==> src/rtl/cambuf_strip_sched_pkg.sv <==
// Shared definitions for the camera-buffer strip scheduler.
//   - component codes sent to the block reader (Y, U, V)
//   - scheduler FSM state encoding
//   - plane base offsets and half offset, expressed as multiples of the
//     buffer line length (LUMA_LINE_WORDS)
package cambuf_strip_sched_pkg;

  typedef enum logic [1:0] {
    ST_IDLE      = 2'd0,
    ST_WAIT_FILL = 2'd1,
    ST_EMIT      = 2'd2,
    ST_WAIT_REL  = 2'd3
  } state_t;

  localparam logic [1:0] COMP_Y = 2'd0;
  localparam logic [1:0] COMP_U = 2'd1;
  localparam logic [1:0] COMP_V = 2'd2;

  // Each plane occupies 16 lines (two 8-line halves).
  localparam int BASE_Y_LLW = 0;
  localparam int BASE_U_LLW = 16;
  localparam int BASE_V_LLW = 32;
  localparam int HALF_LLW   = 8;

  // Plane base in units of buffer lines; unused code 3 maps to the Y plane.
  function automatic int comp_base_llw(input logic [1:0] comp);
    case (comp)
      COMP_U:  return BASE_U_LLW;
      COMP_V:  return BASE_V_LLW;
      default: return BASE_Y_LLW;
    endcase
  endfunction

endpackage

==> src/rtl/cambuf_blk_addr_gen.sv <==
// Block address generator.
// Registers the buffer word address of row 0 of an 8x8 block:
//   addr = plane_base(comp) + LLW*8*half + col   (wraps at W_ACAMBUF+1 bits)
// Ports:
//   clk, rst   clock, synchronous active-high reset (address clears to 0)
//   i_comp     component code (Y/U/V)
//   i_half     buffer half (0/1)
//   i_col      MCU column
//   o_addr     registered address, one cycle after the inputs
module cambuf_blk_addr_gen
  import cambuf_strip_sched_pkg::*;
#(
  parameter int LLW       = 80,
  parameter int W_ACAMBUF = 11,
  parameter int W_COL     = 11
) (
  input  logic               clk,
  input  logic               rst,
  input  logic [1:0]         i_comp,
  input  logic               i_half,
  input  logic [W_COL:0]     i_col,
  output logic [W_ACAMBUF:0] o_addr
);

  localparam int ADDR_W = W_ACAMBUF + 1;
  localparam logic [W_ACAMBUF:0] HALF_OFF = ADDR_W'(HALF_LLW * LLW);

  logic [W_ACAMBUF:0] w_base;
  logic [W_ACAMBUF:0] w_half_off;
  logic [W_ACAMBUF:0] w_col;
  logic [W_ACAMBUF:0] w_sum;
  logic [W_ACAMBUF:0] r_addr;

  always_comb begin
    w_base     = ADDR_W'(comp_base_llw(i_comp) * LLW);
    w_half_off = i_half ? HALF_OFF : '0;
    w_col      = ADDR_W'(i_col);
    w_sum      = w_base + w_half_off + w_col;
  end

  always_ff @(posedge clk) begin
    if (rst) begin
      r_addr <= '0;
    end else begin
      r_addr <= w_sum;
    end
  end

  assign o_addr = r_addr;

endmodule

==> src/rtl/cambuf_strip_sched.sv <==
// Camera buffer strip scheduler.
// Tracks which 8-line half of the ping-pong camera buffer the write side has
// filled, then issues one 8x8 block read command per component (Y,U,V) per
// MCU column for each full half, frees the half when the reader releases it,
// and frames the picture from start to the last strip.
// Ports:
//   clk, rst                    clock, synchronous active-high reset
//   encoder_active              enables picture start from IDLE
//   cam_pic_start_f             pulse: new picture begins (abort if busy)
//   camfifo_o_f                 pulse: current write half is full
//   PicWidth_i, PicHeight_i     picture size, sampled at picture start
//   blk_valid/blk_ready         command handshake
//   blk_comp, blk_addr, blk_last  command payload
//   strip_rel                   pulse: reader done with current strip
//   pic_start_o, pic_done_o, pic_abort_o  picture framing pulses
//   overflow_err                sticky write-side overrun flag
module cambuf_strip_sched
  import cambuf_strip_sched_pkg::*;
#(
  parameter int LUMA_LINE_WORDS = 80,
  parameter int W_ACAMBUF       = 11,
  parameter int W_PW            = 11,
  parameter int W_PH            = 11
) (
  input  logic               clk,
  input  logic               rst,
  input  logic               encoder_active,
  input  logic               cam_pic_start_f,
  input  logic               camfifo_o_f,
  input  logic [W_PW:0]      PicWidth_i,
  input  logic [W_PH:0]      PicHeight_i,
  output logic               blk_valid,
  input  logic               blk_ready,
  output logic [1:0]         blk_comp,
  output logic [W_ACAMBUF:0] blk_addr,
  output logic               blk_last,
  input  logic               strip_rel,
  output logic               pic_start_o,
  output logic               pic_done_o,
  output logic               pic_abort_o,
  output logic               overflow_err
);

  localparam logic [W_PW:0] ONE_PW   = (W_PW + 1)'(1);
  localparam logic [W_PW:0] SEVEN_PW = (W_PW + 1)'(7);
  localparam logic [W_PH:0] ONE_PH   = (W_PH + 1)'(1);
  localparam logic [W_PH:0] SEVEN_PH = (W_PH + 1)'(7);

  state_t        r_state;
  state_t        w_state_next;
  logic [1:0]    r_full;
  logic          r_wr_half;
  logic          r_rd_half;
  logic [W_PW:0] r_mcu_cols;
  logic [W_PH:0] r_strips;
  logic [W_PW:0] r_col;
  logic [1:0]    r_comp;
  logic [W_PH:0] r_strip_cnt;
  logic          r_overflow;

  logic [W_PW:0] w_col_next;
  logic [1:0]    w_comp_next;
  logic          w_rd_half_next;
  logic [W_PH:0] w_strip_cnt_next;
  logic          w_init;
  logic          w_rel;
  logic          w_last_cmd;
  logic          w_blk_valid;
  logic          w_blk_last;
  logic          w_pic_start;
  logic          w_pic_abort;
  logic          w_pic_done;
  logic [1:0]    w_rel_mask;
  logic [1:0]    w_wr_mask;
  logic [1:0]    w_full_rel;

  assign w_last_cmd = (r_comp == COMP_V) && (r_col == r_mcu_cols - ONE_PW);

  // Next-state and output decode.
  always_comb begin
    w_state_next     = r_state;
    w_col_next       = r_col;
    w_comp_next      = r_comp;
    w_rd_half_next   = r_rd_half;
    w_strip_cnt_next = r_strip_cnt;
    w_init           = 1'b0;
    w_rel            = 1'b0;
    w_blk_valid      = 1'b0;
    w_blk_last       = 1'b0;
    w_pic_start      = 1'b0;
    w_pic_abort      = 1'b0;
    w_pic_done       = 1'b0;

    case (r_state)
      ST_IDLE: begin
        if (cam_pic_start_f && encoder_active) begin
          w_init       = 1'b1;
          w_pic_start  = 1'b1;
          w_state_next = ST_WAIT_FILL;
        end
      end
      ST_WAIT_FILL: begin
        if (r_full[r_rd_half]) begin
          w_state_next = ST_EMIT;
          w_col_next   = '0;
          w_comp_next  = COMP_Y;
        end
      end
      ST_EMIT: begin
        w_blk_valid = 1'b1;
        w_blk_last  = w_last_cmd;
        if (blk_ready) begin
          if (r_comp == COMP_V) begin
            w_comp_next = COMP_Y;
            w_col_next  = r_col + ONE_PW;
          end else begin
            w_comp_next = r_comp + 2'd1;
          end
          if (w_last_cmd) begin
            w_state_next = ST_WAIT_REL;
          end
        end
      end
      ST_WAIT_REL: begin
        if (strip_rel) begin
          w_rel            = 1'b1;
          w_rd_half_next   = ~r_rd_half;
          w_strip_cnt_next = r_strip_cnt + ONE_PH;
          if (r_strip_cnt == r_strips - ONE_PH) begin
            w_pic_done   = 1'b1;
            w_state_next = ST_IDLE;
          end else begin
            w_state_next = ST_WAIT_FILL;
          end
        end
      end
      default: w_state_next = ST_IDLE;
    endcase

    // A new picture while busy overrides whatever the current state decided;
    // any in-flight command is dropped without waiting for the handshake.
    if (r_state != ST_IDLE && cam_pic_start_f) begin
      w_init           = 1'b1;
      w_pic_start      = 1'b1;
      w_pic_abort      = 1'b1;
      w_pic_done       = 1'b0;
      w_rel            = 1'b0;
      w_state_next     = ST_WAIT_FILL;
    end

    if (w_init) begin
      w_col_next       = '0;
      w_comp_next      = COMP_Y;
      w_rd_half_next   = 1'b0;
      w_strip_cnt_next = '0;
    end
  end

  // Release is applied before the fill check so a same-cycle release and
  // fill of one half leaves it full without reporting an overrun.
  assign w_rel_mask = w_rel ? (r_rd_half ? 2'b10 : 2'b01) : 2'b00;
  assign w_wr_mask  = r_wr_half ? 2'b10 : 2'b01;
  assign w_full_rel = r_full & ~w_rel_mask;

  always_ff @(posedge clk) begin
    if (rst) begin
      r_state     <= ST_IDLE;
      r_col       <= '0;
      r_comp      <= COMP_Y;
      r_rd_half   <= 1'b0;
      r_strip_cnt <= '0;
      r_mcu_cols  <= '0;
      r_strips    <= '0;
    end else begin
      r_state     <= w_state_next;
      r_col       <= w_col_next;
      r_comp      <= w_comp_next;
      r_rd_half   <= w_rd_half_next;
      r_strip_cnt <= w_strip_cnt_next;
      if (w_init) begin
        r_mcu_cols <= (PicWidth_i + SEVEN_PW) >> 3;
        r_strips   <= (PicHeight_i + SEVEN_PH) >> 3;
      end
    end
  end

  // Fill flags, write pointer and overrun flag.
  always_ff @(posedge clk) begin
    if (rst) begin
      r_full     <= 2'b00;
      r_wr_half  <= 1'b0;
      r_overflow <= 1'b0;
    end else if (w_init) begin
      r_full     <= 2'b00;
      r_wr_half  <= 1'b0;
      r_overflow <= 1'b0;
    end else if (camfifo_o_f && r_state != ST_IDLE) begin
      if ((w_full_rel & w_wr_mask) != 2'b00) begin
        r_overflow <= 1'b1;
      end
      r_full    <= w_full_rel | w_wr_mask;
      r_wr_half <= ~r_wr_half;
    end else begin
      r_full <= w_full_rel;
    end
  end

  // Address is computed from the next-cycle command fields so the registered
  // result lines up with r_comp/r_col while the command is presented.
  cambuf_blk_addr_gen #(
    .LLW       (LUMA_LINE_WORDS),
    .W_ACAMBUF (W_ACAMBUF),
    .W_COL     (W_PW)
  ) u_addr_gen (
    .clk    (clk),
    .rst    (rst),
    .i_comp (w_comp_next),
    .i_half (w_rd_half_next),
    .i_col  (w_col_next),
    .o_addr (blk_addr)
  );

  assign blk_valid    = w_blk_valid;
  assign blk_comp     = r_comp;
  assign blk_last     = w_blk_last;
  assign pic_start_o  = w_pic_start;
  assign pic_done_o   = w_pic_done;
  assign pic_abort_o  = w_pic_abort;
  assign overflow_err = r_overflow;

endmodule

==> config.mk <==
export PLATFORM = sky130hd
export DESIGN_NAME = cambuf_strip_sched
export DESIGN_NICKNAME = d
export VERILOG_FILES = /design/src/rtl/cambuf_strip_sched_pkg.sv /design/src/rtl/cambuf_blk_addr_gen.sv /design/src/rtl/cambuf_strip_sched.sv
export SDC_FILE = /design/constraint.sdc
export NUM_CORES = 1
export LEC_CHECK = 0
export ABC_AREA = 0
export CORE_MARGIN = 2
export CORE_UTILIZATION = 50
export DETAILED_ROUTE_END_ITERATION = 8
export HOLD_SLACK_MARGIN = 0.03
export PLACE_DENSITY_LB_ADDON = 0.08
export SLEW_MARGIN = 25
export SYNTH_ARGS = -nofsm -noshare
export SYNTH_HDL_FRONTEND = slang
export SYNTH_SLANG_ARGS = --single-unit
export TNS_END_PERCENT = 5
==> constraint.sdc <==
create_clock -name clk -period 3.9 [get_ports clk]
set_clock_uncertainty 0.05 [all_clocks]
set_input_delay 0.39 -clock clk [delete_from_list [all_inputs] [get_ports clk]]
set_output_delay 0.39 -clock clk [all_outputs]
set_load 0.01 [all_outputs]
==> flow_summary.toml, run 1 <==
[sta]
fin_crit_ns = 3.82
final_hold_viol_count = 0
max_freq_mhz = 262
worst_slew_margin_rel_pct = 34.6
tightestPinTransition_ns = 0.981
fin_ws_ns = 0.0833
setup_violations = 0
final.period_utilization_pct = 97.9
slew_viol_final = 0
rsz0062_at_grt = "true"

[place]
pre_cts_ws_ns = -0.401
io_buffers = 50
hpwl_mm = 6.50
placed_cells = 621
gp_congestion = 0.866

[clock_network]
clock_sinks = 56
htreeDepth = 2
numCtsBuffers = 5
clockRootBuffer = "clkbuf_8"
clkLatencyLatePin_ns = 0.31
clk_path_buf_depth = 2
path_clk_slew_ns = 0.10
cts_tree = "done"
cts_hold_buffers = 0

[layout]
post_route_cells_drive_above_1_share_pct = 18.2
nets = 578
finalNonFillerCells = 631
area_delta_synth_final_pct = 29.9
utilization_pct = 66.2
antenna_cells = 0

[die]
die_h_um = 89.5
die_w_um = 89.5
ioPinCount = 51
start_util_pct = 51.0
rows = 31
die-area_um2 = 8010
core_area_um2 = 7180

[power_and_ir_drop]
clock_power_share_pct = 18.0
powerDensity_nw_per_um2 = 390
p_sw_share_pct = 37.8
p_int_w = 0.00115
p_total_w = 0.00185
pwr-share-comb_pct = 45.3
p_leak_nw = 1.78
seqPwrFrac_pct = 36.8
ir_drop_v = 0.000234
power_switching_w = 0.000699

[synth]
synth-edff-count = 0
syn-cell-area_um2 = 3660
syn_inst = 459
synth-main-ff-cell = "dfxtp_1"
ys_async_sr_fraction_pct = 0
yosysTopAreaCellShare_pct = 30.7
synth_top_area_cell = "dfxtp_1"
synth_nets = 506
yosys-top-cells-area = "dfxtp_1 31%, xor2_1 6.2%, nor2_1 6.0%, xnor2_1 5.5%, ha_1 4.8%"
syn_area_per_cell_um2 = 7.97
synth_warnings = 0
synth-seq-area-share_pct = 30.7
ys_seq_elements = 56
synth.lib_cells_used.distinct = 58

[global_route]
use_met2_pct = 33.5
antenna_found_initial = 0
grt_start_max_net_pins = 36
grt_first_pass_wirelength_mm = 13.8
grtUsageMet1_pct = 32.7
overflow = 0
grt_pass1_vias = 2907
grt_use_total_pct = 21.9
use_met3_pct = 3.60
grt-busiest-layer = "met2"

[status]
status = "finished clean"

[setup_path]
crit_arrival_ns = 3.95
cp_slowest_stage_delay_ns = 0.56
worstPathRequired_ns = 4.04
crit_chain = "nand2_2 -> or4_4 -> nor2_4 -> mux2i_1 -> o21ai_1 -> nand2_1 -> fa_1 -> inv_2 -> ha_4 -> a21o_1 -> a21oi_2 -> xor2_2 -> nor3b_2 -> mux2_4 -> or4_1"
cp-start-kind = "flop"
path_class = "flop to flop"
slowest_stage = "fa_1"
critPathMaxFanout = 3
endpoint_kind = "flop"

[routing]
first_pass_iters = 4
vias_per_cell = 5.44
drt-initial-drc-count = 131
drt-total-wl_mm = 8.82
detail_route.wl_per_cell_um = 14.0
drc = 0
drtAntennaViolNets = 0
route.vias.total = 3433

[run]
drv_cap = 0

[min_path]
hold_class = "flop to flop"
==> area by class of cell <==
cell class | instances | area [µm²]
fill | 622 | 2420
sequential | 56 | 1130
multi-input combinational | 360 | 2530
inverter | 17 | 63.8
clock inverter | 2 | 10.0
tap | 99 | 124
timing repair buffer | 91 | 807
clock buffer | 6 | 82.6
==> state kept, by name (all words and copies together) (netlist names) <==
signal	count
blk_comp	2
overflow_err	1
r_col	12
r_full	2
r_mcu_cols	9
r_rd_half	1
r_state	2
r_strip_cnt	12
r_strips	9
r_wr_half	1
u_addr_gen.o_addr	5
==> worst paths after layout <==
kind / from / endpoint / slack (ns) / depth (start not counted)
worst min register to register: overflow_err / overflow_err / 0.43 / 2
worst max register to register: r_col[6] / u_addr_gen.o_addr[11] / 0.08 / 15
worst max-delay path: r_col[6] / u_addr_gen.o_addr[11] / 0.08 / 15
worst min-delay path: overflow_err / overflow_err / 0.43 / 2
==> Yosys cell counts (13+ instances only) <==
master and n:
nor2_1 58, dfxtp_1 56, nand2_1 34, xor2_1 26, a21oi_1 24, xnor2_1 23, a211oi_1 21, nor3_1 20
clkbuf_1 16, inv_1 16, ha_1 14, o21ai_0 13
==> kinds of logic after synthesis <==
kind of cell             after synthesis  share of synthesized area, %
XOR/XNOR                              49                          11.7
AO/OA/AOI/OAI                         98                          18.1
multiplexers                           7                          2.02
buffers and inverters                 43                          5.20
flip-flops                            56                          30.7
adder cells (fa/ha/maj)               16                          5.89
AND/OR/NAND/NOR                      190                          26.4
==> layer usage <==
metal / wire [µm] / part of all wire [%]
met1: 4480 / 51
met2: 3840 / 44
met3: 407 / 4.6
met4: 82 / 0.93
met5: 0 / 0
==> through the flow <==
step	hold slack, ns	TNS (ns)	instance area [µm²]
global placement	0.399	-0.348	4470
floorplan	0.412	0	3690
global route	0.481	-0.0416	4750
detailed placement	0.415	-0.401	4470
finish	0.435	0	4750
CTS	0.441	0	4590
==> cells in the final DEF, fill, tap and decap left out, types with 3 or more instances in the layout <==
cell             netlist  routed
a211oi_1              21      21
a21o_1                 6       6
a21oi_1               24      23
a31oi_1                3       3
and2_1                 5       5
and3_1                 8       8
buf_4                  7      41
clkbuf_8               0       6
clkdlybuf4s50_1        0      49
dfxtp_1               56      45
dfxtp_2                0      11
ha_1                  14       9
ha_4                   0       4
inv_1                 16      13
inv_2                  1       4
mux2i_1                4       4
nand2_1               34      31
nand2_2                0       3
nand2b_1               9       9
nand3_1                8       5
nand3_2                0       3
nand4_1                8       8
nor2_1                58      57
nor2b_1                9       9
nor3_1                20      19
nor4_1                 5       5
o211ai_1               4       4
o21ai_0               13      11
o21ai_1                1       3
o311a_1                3       3
o31a_1                 3       3
or2_2                  3       3
or3_1                  7       6
or4_1                  7       6
xnor2_1               23      23
xor2_1                26      25
==> critical path: cells and delay by family (launching register included) <==
kind,cells,cell delay [ns]
fa+ha+maj,2,0.76
compound gates,3,0.49
mux,2,0.33
xor+xnor,1,0.24
flops,1,0.35
simple gates,6,1.41
buf+inv,1,0.06
==> power by group through the flow <==
stage | Sequential (W) | Clock, W | Combinational (W)
detailed placement | 0.000690 | 0 | 0.000755
CTS | 0.000677 | 0.000343 | 0.000780
global placement | 0.000687 | 0 | 0.000746
floorplan | 0.000676 | 0 | 0.000522
finish | 0.000681 | 0.000333 | 0.000838
global route | 0.000689 | 0.000363 | 0.000923
==> timing repair <==
action                     CTS  global route
setup buffers                0             2
pin swaps                    9            14
setup endpoints to repair    1             2
gates resized for setup      4            34
Note: power is estimated with default switching activity, not from simulation.
==> run 2: changes to the inputs <==
SYNTH_HIERARCHICAL = 1   (was unset)
==> flow_summary.toml, run 2 <==
[setup_path]
endpoint_kind = "flop"
path_class = "flop to flop"
slowest_stage = "ha_1"
crit_arrival_ns = 3.70
cp-startpoint = "r_state[0]"
crit_chain = "inv_1 -> ha_1 -> nand2_1 -> nand2_1 -> a21oi_1 -> nand2b_1 -> fa_1 -> inv_1 -> ha_1 -> nand3_1 -> and3b_1 -> mux2_1"
critPathMaxFanout = 14
cp-start-kind = "flop"
reg2reg_from = "r_state[0]"
crit_buf_inv = 2
worstPathRequired_ns = 4.08
cp_top_family = "adder cells"
cp_slowest_stage_delay_ns = 0.56

[routing]
first_pass_iters = 4
detail_route.wl_per_cell_um = 13.5
drt-initial-drc-count = 185
drtAntennaViolNets = 0
vias_per_cell = 5.51
drt-total-wl_mm = 8.58
route.vias.total = 3507
drc = 0

[clock_network]
cts_hold_buffers = 0
clock_sinks = 63
cts_resized = 0
clockRootBuffer = "clkbuf_8"
cts_setup_buffers = 0
clkLatencyLatePin_ns = 0.34
path_clk_slew_ns = 0.07
numCtsBuffers = 9
htreeDepth = 3
cts_tree = "done"
clk_path_buf_depth = 2

[synth]
synth.lib_cells_used.distinct = 60
synth_nets = 534
yosys-top-cells-area = "dfxtp_1 32%, xor2_1 6.5%, xnor2_1 6.1%, nor2_1 5.1%, nand2_1 4.8%"
synth_top_area_cell = "dfxtp_1"
syn_area_per_cell_um2 = 7.98
synth-main-ff-cell = "dfxtp_1"
yosysMostFrequentCell = "dfxtp_1"
yosysTopAreaCellShare_pct = 32.5
ys_async_sr_fraction_pct = 0
synth_warnings = 6
synth_top_cells_by_count = "63 x dfxtp_1, 53 x nor2_1, 50 x nand2_1"
syn_inst = 487
ys_seq_elements = 63
syn-cell-area_um2 = 3890
synth-edff-count = 0
synth-seq-area-share_pct = 32.5

[die]
ioPinCount = 51
rows = 32
die_h_um = 92.2
die-area_um2 = 8490
core_area_um2 = 7650
die_w_um = 92.2
start_util_pct = 50.8

[sta]
tns_ns = 0
fin_crit_ns = 3.52
final.period_utilization_pct = 90.2
tightestPinTransition_ns = 0.639
final_hold_viol_count = 0
max_freq_mhz = 284
setup_violations = 0
rsz0062_at_grt = "false"
hold_ws_ns = 0.399
slew_viol_final = 0
worst_slew_margin_rel_pct = 57.0

[min_path]
hold_class = "input port to flop"
hp-start = "rst"

[global_route]
grt_pass1_vias = 3333
overflow = 0
antenna_found_initial = 0
grt_start_max_net_pins = 37
grt_use_total_pct = 21.5
grt_first_pass_wirelength_mm = 15.0

[power_and_ir_drop]
powerDensity_nw_per_um2 = 473
ir_drop_v = 0.000277
p_leak_nw = 1.79

[layout]
finalNonFillerCells = 636
antenna_cells = 0
fin_area_um2 = 4710
post_route_cells_drive_above_1_share_pct = 5.81
nets = 576
area_delta_synth_final_pct = 21.2
fillers = 706
mostFrequentLayoutCells = "63 x dfxtp_1, 53 x nor2_1, 50 x nand2_1"
layout.cells.most_common = "dfxtp_1"
utilization_pct = 61.6

[run]
drv_cap = 0

[place]
placed_cells = 620
gp_congestion = 0.839
hpwl_mm = 6.35
io_buffers = 50
dpl_cell_area_um2 = 4450

[status]
status = "finished clean"
==> run 2: cell count changes after synthesis, sizes merged, moves of 4 or more <==
cell    previous run  this run
nand2             34        50
nor2b              9        19
buf               10         2
dfxtp             56        63
a21o               6         0
clkbuf            16        22
and3               8        13
nand3              8        13
nor2              58        53
or4                7         2
o211ai             4         0
xnor2             23        27
==> run 2: metal layers <==
layer / GRT usage (%) / vias to the layer above / wire (µm)
met2: 33.8 / 68 / 3850
met5: 0 / - / 0
li1: - / 1790 / -
met4: 8.33 / 0 / 102
met3: 3.62 / 10 / 301
met1: 29.6 / 1639 / 4330
==> run 2: cell type report <==
cell class	count	area [µm²]	area share [%]
sequential	63	1260	26.8
multi-input combinational	381	2460	52.2
inverter	19	71.3	1.51
timing repair buffer	55	533	11.3
tap	102	128	2.71
clock buffer	10	128	2.71
clock inverter	6	133	2.82
==> run 2: worst paths after layout <==
kind / cells past startpoint / end / slack, ns
worst max-delay path: 12 / u_addr_gen/o_addr[11] / 0.38
worst min-delay path: 2 / u_addr_gen/o_addr[9] / 0.40
worst max register to register: 12 / u_addr_gen/o_addr[11] / 0.38
worst min register to register: 2 / r_full[1] / 0.42
==> run 2: cell families (layout without fill, tap and decap cells) <==
| family | after synthesis | count (layout) | share of synthesized area [%] |
|---|---|---|---|
| simple gates | 213 | 213 | 27.7 |
| xor+xnor | 56 | 56 | 12.6 |
| mux | 6 | 6 | 1.61 |
| compound gates | 90 | 90 | 15.7 |
| buf+inv | 43 | 90 | 4.35 |
| fa+ha+maj | 16 | 16 | 5.54 |
| flops | 63 | 63 | 32.5 |
==> run 2: through the flow <==
step | total power (W) | setup slack [ns]
after floorplan | 0.00131 | 0.287
after global placement | 0.00147 | 0.246
after detailed placement | 0.00149 | 0.165
after CTS | 0.00225 | 0.384
after global routing | 0.00237 | 0.130
final | 0.00223 | 0.382
==> run 2: where the power goes <==
| group | switching (W) | internal [W] |
|---|---|---|
| registers | 0.0000660 | 0.000694 |
| logic | 0.000412 | 0.000307 |
| clock network | 0.000260 | 0.000488 |
| total | 0.000738 | 0.00149 |
